===== config.mk =====
export PLATFORM = sky130hd
export DESIGN_NAME = mem_requester
export DESIGN_NICKNAME = d
export VERILOG_FILES = /design/src/rtl/mem_req_pkg.sv /design/src/rtl/mem_requester.sv
export SDC_FILE = /design/constraint.sdc
export NUM_CORES = 1
export LEC_CHECK = 0
export CAP_MARGIN = 20
export CORE_MARGIN = 3
export CORE_UTILIZATION = 35
export CTS_BUF_LIST = sky130_fd_sc_hd__clkbuf_4 sky130_fd_sc_hd__clkbuf_8 sky130_fd_sc_hd__clkbuf_16
export DETAILED_ROUTE_END_ITERATION = 7
export PLACE_DENSITY_LB_ADDON = 0.3
export SKIP_CTS_REPAIR_TIMING = 1
export SLEW_MARGIN = 20
export SYNTH_ARGS = -nofsm -noshare
export SYNTH_HDL_FRONTEND = slang
export SYNTH_SLANG_ARGS = --single-unit

===== constraint.sdc =====
create_clock -name clk_in -period 2.5 [get_ports clk_in]
set_input_delay 0.75 -clock clk_in [delete_from_list [all_inputs] [get_ports clk_in]]
set_output_delay 0.75 -clock clk_in [all_outputs]
set_load 0.01 [all_outputs]

===== src/rtl/mem_req_pkg.sv =====
// Shared encodings for the memory-controller request protocol.
// status_signal values seen by memory_controller, and the requester FSM
// state type whose encoding matches those status values directly.
package mem_req_pkg;

  localparam logic [1:0] ST_IDLE  = 2'b00;
  localparam logic [1:0] ST_STORE = 2'b01;
  localparam logic [1:0] ST_LOAD  = 2'b10;
  localparam logic [1:0] ST_FETCH = 2'b11;

  typedef enum logic [1:0] {
    S_IDLE  = ST_IDLE,
    S_STORE = ST_STORE,
    S_LOAD  = ST_LOAD,
    S_FETCH = ST_FETCH
  } state_e;

endpackage


===== src/rtl/mem_requester.sv =====
// mem_requester: initiator side of the memory-controller request protocol.
// Arbitrates between instruction fetch and the load/store buffer, holds one
// request at a time stable towards memory_controller until its done pulse,
// and returns the result to the originator as a one-cycle response pulse.
// Fetch results overlapped by a rollback are discarded.
//
// Ports:
//   clk_in, rst_in (sync, active-high), rdy_in (global hold), rollback
//   if_req_*  / if_resp_*   : fetch unit request/response
//   lsb_req_* / lsb_resp_*  : load/store buffer request/response
//   status_signal, instr_a, lsb_addr, lsb_din      : to memory_controller
//   instr_d, instr_done, lsb_dout, lsb_done         : from memory_controller
module mem_requester (
  input  logic        clk_in,
  input  logic        rst_in,
  input  logic        rdy_in,
  input  logic        rollback,
  input  logic        if_req_valid,
  input  logic [31:0] if_req_addr,
  output logic        if_req_ready,
  output logic        if_resp_valid,
  output logic [31:0] if_resp_data,
  input  logic        lsb_req_valid,
  input  logic        lsb_req_wr,
  input  logic [31:0] lsb_req_addr,
  input  logic [31:0] lsb_req_data,
  output logic        lsb_req_ready,
  output logic        lsb_resp_valid,
  output logic [31:0] lsb_resp_data,
  output logic [1:0]  status_signal,
  output logic [31:0] instr_a,
  input  logic [31:0] instr_d,
  input  logic        instr_done,
  output logic [31:0] lsb_addr,
  output logic [31:0] lsb_din,
  input  logic [31:0] lsb_dout,
  input  logic        lsb_done
);
  import mem_req_pkg::*;

  state_e      state_q;
  logic        last_lsb_q;     // last grant went to the LSB
  logic        kill_q;         // current fetch was overlapped by a rollback
  logic        if_resp_q;
  logic        lsb_resp_q;
  logic [31:0] instr_a_q;
  logic [31:0] lsb_addr_q;
  logic [31:0] lsb_din_q;
  logic [31:0] if_resp_data_q;
  logic [31:0] lsb_resp_data_q;

  logic        lsb_win;
  logic        if_win;
  logic        idle_ok;

  // LSB normally wins; a pending, non-flushed fetch wins right after an LSB
  // grant, so continuous contention alternates.
  always_comb begin
    lsb_win       = lsb_req_valid && !(last_lsb_q && if_req_valid && !rollback);
    if_win        = if_req_valid && !rollback && !lsb_win;
    idle_ok       = rdy_in && !rst_in && (state_q == S_IDLE);
    lsb_req_ready = idle_ok && lsb_win;
    if_req_ready  = idle_ok && if_win;
    // A rollback in the response cycle still suppresses the fetch result.
    if_resp_valid = if_resp_q && !rollback;
  end

  assign lsb_resp_valid = lsb_resp_q;
  assign if_resp_data   = if_resp_data_q;
  assign lsb_resp_data  = lsb_resp_data_q;
  assign status_signal  = state_q;
  assign instr_a        = instr_a_q;
  assign lsb_addr       = lsb_addr_q;
  assign lsb_din        = lsb_din_q;

  always_ff @(posedge clk_in) begin
    if (rst_in) begin
      state_q         <= S_IDLE;
      last_lsb_q      <= 1'b0;
      kill_q          <= 1'b0;
      if_resp_q       <= 1'b0;
      lsb_resp_q      <= 1'b0;
      instr_a_q       <= '0;
      lsb_addr_q      <= '0;
      lsb_din_q       <= '0;
      if_resp_data_q  <= '0;
      lsb_resp_data_q <= '0;
    end else if (rdy_in) begin
      if_resp_q  <= 1'b0;
      lsb_resp_q <= 1'b0;
      unique case (state_q)
        S_IDLE: begin
          kill_q <= 1'b0;
          if (lsb_req_ready) begin
            lsb_addr_q <= lsb_req_addr;
            lsb_din_q  <= lsb_req_data;
            last_lsb_q <= 1'b1;
            state_q    <= lsb_req_wr ? S_STORE : S_LOAD;
          end else if (if_req_ready) begin
            instr_a_q  <= if_req_addr;
            last_lsb_q <= 1'b0;
            state_q    <= S_FETCH;
          end
        end
        S_FETCH: begin
          if (instr_done) begin
            state_q        <= S_IDLE;
            if_resp_data_q <= instr_d;
            if_resp_q      <= !(kill_q || rollback);
            kill_q         <= 1'b0;
          end else if (rollback) begin
            kill_q <= 1'b1;
          end
        end
        S_LOAD: begin
          if (lsb_done) begin
            state_q         <= S_IDLE;
            lsb_resp_data_q <= lsb_dout;
            lsb_resp_q      <= 1'b1;
          end
        end
        S_STORE: begin
          if (lsb_done) begin
            state_q         <= S_IDLE;
            lsb_resp_data_q <= '0;
            lsb_resp_q      <= 1'b1;
          end
        end
        default: state_q <= S_IDLE;
      endcase
    end
  end

endmodule


=== Yosys cells after proc, flatten, opt, wreduce, memory -nomap -nowiden ===
Index checks and enable logic that the tools add are counted.

* Reduce and logical (&&, ||, !) cells: 28
* Muxes and demuxes: 18
* Bitwise gates (word level): 1
* Equality and inequality tests: 9

{| class="wikitable"
|+ Operators by type and width
! operator !! count
|-
| $mux 32 || 2
|-
| $pmux 32 s2 || 1
|-
| $reduce_and 3->1 || 4
|-
| $reduce_and 4->1 || 3
|-
| $logic_and 1x1->1 || 10
|-
| $mux 2 || 5
|-
| $mux 1 || 8
|-
| $ne 2x2->1 const B || 3
|-
| $ne 3x3->1 const B || 2
|-
| $pmux 2 s3 || 1
|-
| $reduce_bool 2->1 || 3
|-
| $logic_not 1->1 || 5
|-
| $eq 2x2->1 const B || 2
|-
| $eq 2x1->1 const B || 1
|-
| $logic_not 2->1 || 1
|-
| $ne 2x1->1 const B || 1
|-
| $pmux 1 s2 || 1
|-
| $reduce_or 2->1 || 1
|-
| $logic_or 1x1->1 || 1
|-
| $not 1->1 || 1
|}

* Input bits: 169
* Word-level logic and storage cells: 66
* Register bits after elaboration: 166
* Output and inout port bits: 166

=== Longest topological paths before layout ===
* Word-level depth: 10
* Gate-level depth with buffers: 10
* Gate-level depth less buffers: 7

=== Worst setup path after synthesis ===
Ideal clock, no wire load.

* Kind: input to output
* From: in rdy_in
* To: out if_req_ready
* Stages: 6
* Path buffers: 3
* Arrival: 1,764 ps
* Data required time: 1,750 ps
* Slack: -14 ps
* Cells stage by stage: buf_4 -> nand2_1 -> or4_1 -> buf_2 -> clkinv_4 -> buf_6

* Longest elaborated chain between the ends: 3

{| class="wikitable"
|+ RTL lines
! element !! line !! source
|-
| from (decl) || mem_requester.sv:16 || <nowiki>input logic rdy_in,</nowiki>
|-
| $logic_and 1x1->1 (2 in a row) || mem_requester.sv:61 || <nowiki>idle_ok = rdy_in && !rst_in && (state_q == S_IDLE);</nowiki>
|-
| $logic_and 1x1->1 || mem_requester.sv:63 || <nowiki>if_req_ready = idle_ok && if_win;</nowiki>
|-
| to (decl) || mem_requester.sv:20 || <nowiki>output logic if_req_ready,</nowiki>
|}

No other way between the ends.

=== Worst setup path after layout ===
* From: in rollback
* To: out if_req_ready

* Longest elaborated chain between the ends: 7
* Elaborated cells between the ends (all ways): 8
* Those cells by class: reduce/logical (8)

{| class="wikitable"
|+ RTL lines
! element !! line !! source
|-
| from (decl) || mem_requester.sv:17 || <nowiki>input logic rollback,</nowiki>
|-
| $logic_not 1->1 (*) || mem_requester.sv:59, mem_requester.sv:60 ||
|-
| $logic_and 1x1->1 || mem_requester.sv:59 || <nowiki>lsb_win = lsb_req_valid && !(last_lsb_q && if_req_valid && !rollback);</nowiki>
|-
| $logic_not 1->1 || mem_requester.sv:59 ||
|-
| $logic_and 1x1->1 || mem_requester.sv:59 ||
|-
| $logic_not 1->1 || mem_requester.sv:60 || <nowiki>if_win = if_req_valid && !rollback && !lsb_win;</nowiki>
|-
| $logic_and 1x1->1 (*) || mem_requester.sv:60 ||
|-
| $logic_and 1x1->1 (*) || mem_requester.sv:63 ||
|}

Every way passes the cells marked *; elsewhere a longest branch is shown, timed or not.

==> results.py <==
metrics = {
    "worst_hold_path": {
        "min_from": "instr_a[19]",
        "hold_class": "flip-flop to flip-flop",
    },
    "clock_tree": {
        "cts_buffers": 17,
        "cts.htree.levels": 4,
        "root_buffer": "clkbuf_16",
        "path_clk_slew_ns": 0.06,
        "cts_tree": "done",
        "clockBufferDepth": 2,
        "cts.sinks": 166,
        "clk_latency_ns": 0.42,
    },
    "placed_design": {
        "hpwl_um": 13800,
        "place_area_um2": 9780,
        "gp_congestion": 0.810,
        "placed_cells": 1273,
        "io_buffers": 334,
    },
    "setup_path": {
        "crit_family": "simple AND/OR/NAND/NOR gates",
        "critPathSlowestCell": "or4_4",
        "crit_type": "primary input to output pin",
        "r2r_start": "status_signal[1]",
        "cp_num_buf_inv": 3,
        "cp_cell_sequence": "dlymetal6s2s_1 -> nand2b_4 -> or4_4 -> clkinv_4 -> buf_6",
        "crit_arrival_ns": 1.73,
        "critical_path.endpoint_type": "output pin",
        "path_max_fanout": 2,
        "cpPeakStageDelay_ns": 0.53,
        "startpoint_type": "primary input",
        "required_ns": 1.75,
        "crit_path_start": "rollback",
    },
    "synthesis": {
        "post_synth.cell_area_avg_um2": 8.22,
        "yosys_warnings": 0,
        "syn_inst": 752,
        "ys_types": 28,
        "yosysSeqAreaShare_pct": 53.8,
        "syn-num-nets": 926,
        "synth.cell_area_um2": 6180,
        "synth_seq_cells": 166,
    },
    "grt": {
        "antenna_found_initial": 1,
        "grt_max_degree": 114,
        "grt_overflow": 0,
        "grt_pass1_vias": 5615,
        "track_usage_pct": 19.1,
        "grt_pass1_wl_um": 29900,
    },
    "sta": {
        "fin_crit_sh_pct": 99.3,
        "fin_skew_ns": 0.00889,
        "hold_viol": 0,
        "setup_violations": 0,
        "rsz0062_at_grt": "yes",
        "post-route-min-period_ns": 2.48,
        "tightest_slew_ns": 1.05,
        "slew_violations": 0,
        "relSlewSlack_pct": 30.1,
        "fmax_ghz": 0.403,
    },
    "die": {
        "die_area_um2": 19300,
        "io-pin-count": 335,
        "die_y_um": 139,
        "rows": 47,
        "start_util_pct": 36.5,
        "die_x_um": 139,
        "core_um2": 16900,
    },
    "route": {
        "antenna_left": 0,
        "drtIter0Drc": 321,
        "vias": 6008,
        "drt-total-wl_um": 19300,
        "route.detailed.drc": 0,
        "drtPass1Iterations": 4,
        "wl_per_cell_um": 14.7,
        "vias_per_cell": 4.60,
    },
    "final_layout": {
        "final_cell_area_um2": 10500,
        "fillers": 1513,
        "drive_gt1_share_pct": 6.63,
        "finalNonFillerCells": 1307,
        "fin_nets": 1247,
        "syn2layout_area_growth_pct": 69.6,
    },
    "power": {
        "p_leak_nw": 3.72,
        "p_per_area_nw_per_um2": 623,
        "ir_worst_vdd_uv": 453,
    },
    "status": {
        "status": "completed",
    },
    "job": {
        "drv_cap": 0,
    },
}
[report_power, final]
group | switching [W] | total, W | internal [W]
Sequential | 0.0000531 | 0.00280 | 0.00275
Combinational | 0.000350 | 0.000882 | 0.000532
Clock | 0.00111 | 0.00285 | 0.00174
Total | 0.00151 | 0.00653 | 0.00502
[per-stage QoR]
| step | power, W | utilization (%) | worst slack [ns] | hold WS [ns] | TNS [ns] |
|---|---|---|---|---|---|
| 6_report | 0.00653 | 61.9 | 0.0180 | 0.453 | 0 |
| 3_5_place_dp | 0.00373 | 57.7 | -0.819 | 0.446 | -31.45 |
| 4_1_cts | 0.00660 | 61.5 | -0.820 | 0.455 | -6.32 |
| 3_3_place_gp | 0.00372 | 57.7 | -0.804 | 0.441 | -28.05 |
| 2_1_floorplan | 0.00317 | - | 0.00571 | 0.453 | 0 |
| 5_1_grt | 0.00679 | 61.9 | -0.0315 | 0.467 | -0.0315 |
[path summary, 6_finish.rpt]
kind	endpoint	slack, ns	cells after the start
worst min-delay path	instr_a[19]	0.45	2
worst max-delay path	if_req_ready	0.02	5
worst max register to register	lsb_addr[30]	0.30	9
worst min register to register	instr_a[19]	0.45	2
[cell families after synthesis]
kind of cell | Yosys count | share of synthesized area, %
buffers and inverters | 63 | 4.62
adders and majority gates | 5 | 1.01
and+or+nand+nor | 342 | 25.9
DFF | 166 | 53.8
AOI/OAI and AO/OA | 176 | 14.7
[cells in the mapped netlist (all sizes together)]
master / count / area, um2
dfxtp: 166 / 3320
o21ai: 67 / 335
buf: 17 / 108
nor3b: 32 / 240
a211o: 1 / 8.76
nand2b: 68 / 425
inv: 5 / 18.8
clkbuf: 40 / 150
ha: 5 / 62.6
nand2: 195 / 732
nor2: 35 / 131
nor3: 1 / 5.00
a22o: 1 / 8.76
a21oi: 102 / 510
clkinv: 1 / 8.76
a211oi: 1 / 7.51
o2111ai: 2 / 17.5
or4: 1 / 7.51
a22oi: 1 / 7.51
and3: 2 / 12.5
nor2b: 4 / 25.0
o211ai: 1 / 12.5
nand3: 4 / 20.0
[worst register-to-register path, delay by kind of cell (launching register included)]
family / cells / cell delay [ns]
AO/OA/AOI/OAI: 2 / 0.44
adder cells (fa/ha/maj): 1 / 0.14
buffers and inverters: 5 / 1.11
flip-flops: 1 / 0.32
AND/OR/NAND/NOR: 1 / 0.05
[flip-flops by register name (all words and copies together), names as in the netlist]
signal / flops
lsb_resp_data: 32
lsb_addr: 32
kill_q: 1
if_resp_data: 32
instr_a: 32
lsb_din: 32
last_lsb_q: 1
lsb_resp_valid: 1
status_signal: 2
if_resp_q: 1
[area by class of cell]
type,instances,area (um2),share of cell area [%]
flip-flops and latches,166,3330,31.7
inverters,6,27.5,0.263
diodes,1,2.50,0.0239
clock inverters,13,193,1.84
multi-input cells,523,2610,24.9
well taps,220,275,2.63
clock buffers,19,453,4.32
repair buffers,359,3590,34.3
[cells in the final DEF (no fill, tap or decap), types with 3 or more instances in the layout]
cell             count
nand2b_1            67
buf_4               21
clkinv_4             4
dfxtp_1            164
nor2_1              35
dlymetal6s2s_1       4
o21ai_0             57
ha_1                 4
inv_2                3
o21ai_1             10
clkbuf_16           17
clkdlybuf4s50_1    327
nor3b_1             32
a21oi_1            102
nand3_1              4
bufinv_16            4
nand2_1            194
buf_6                3
nor2b_1              3
buf_12               4
[layer usage]
layer,vias to the layer above,GRT usage [%],routed length (um)
li1,3085,-,-
met1,2681,21.9,7870
met2,214,32.4,9520
met3,28,7.24,1400
met4,0,7.00,470
met5,-,0,0
Power figures use the tool's default switching activity.
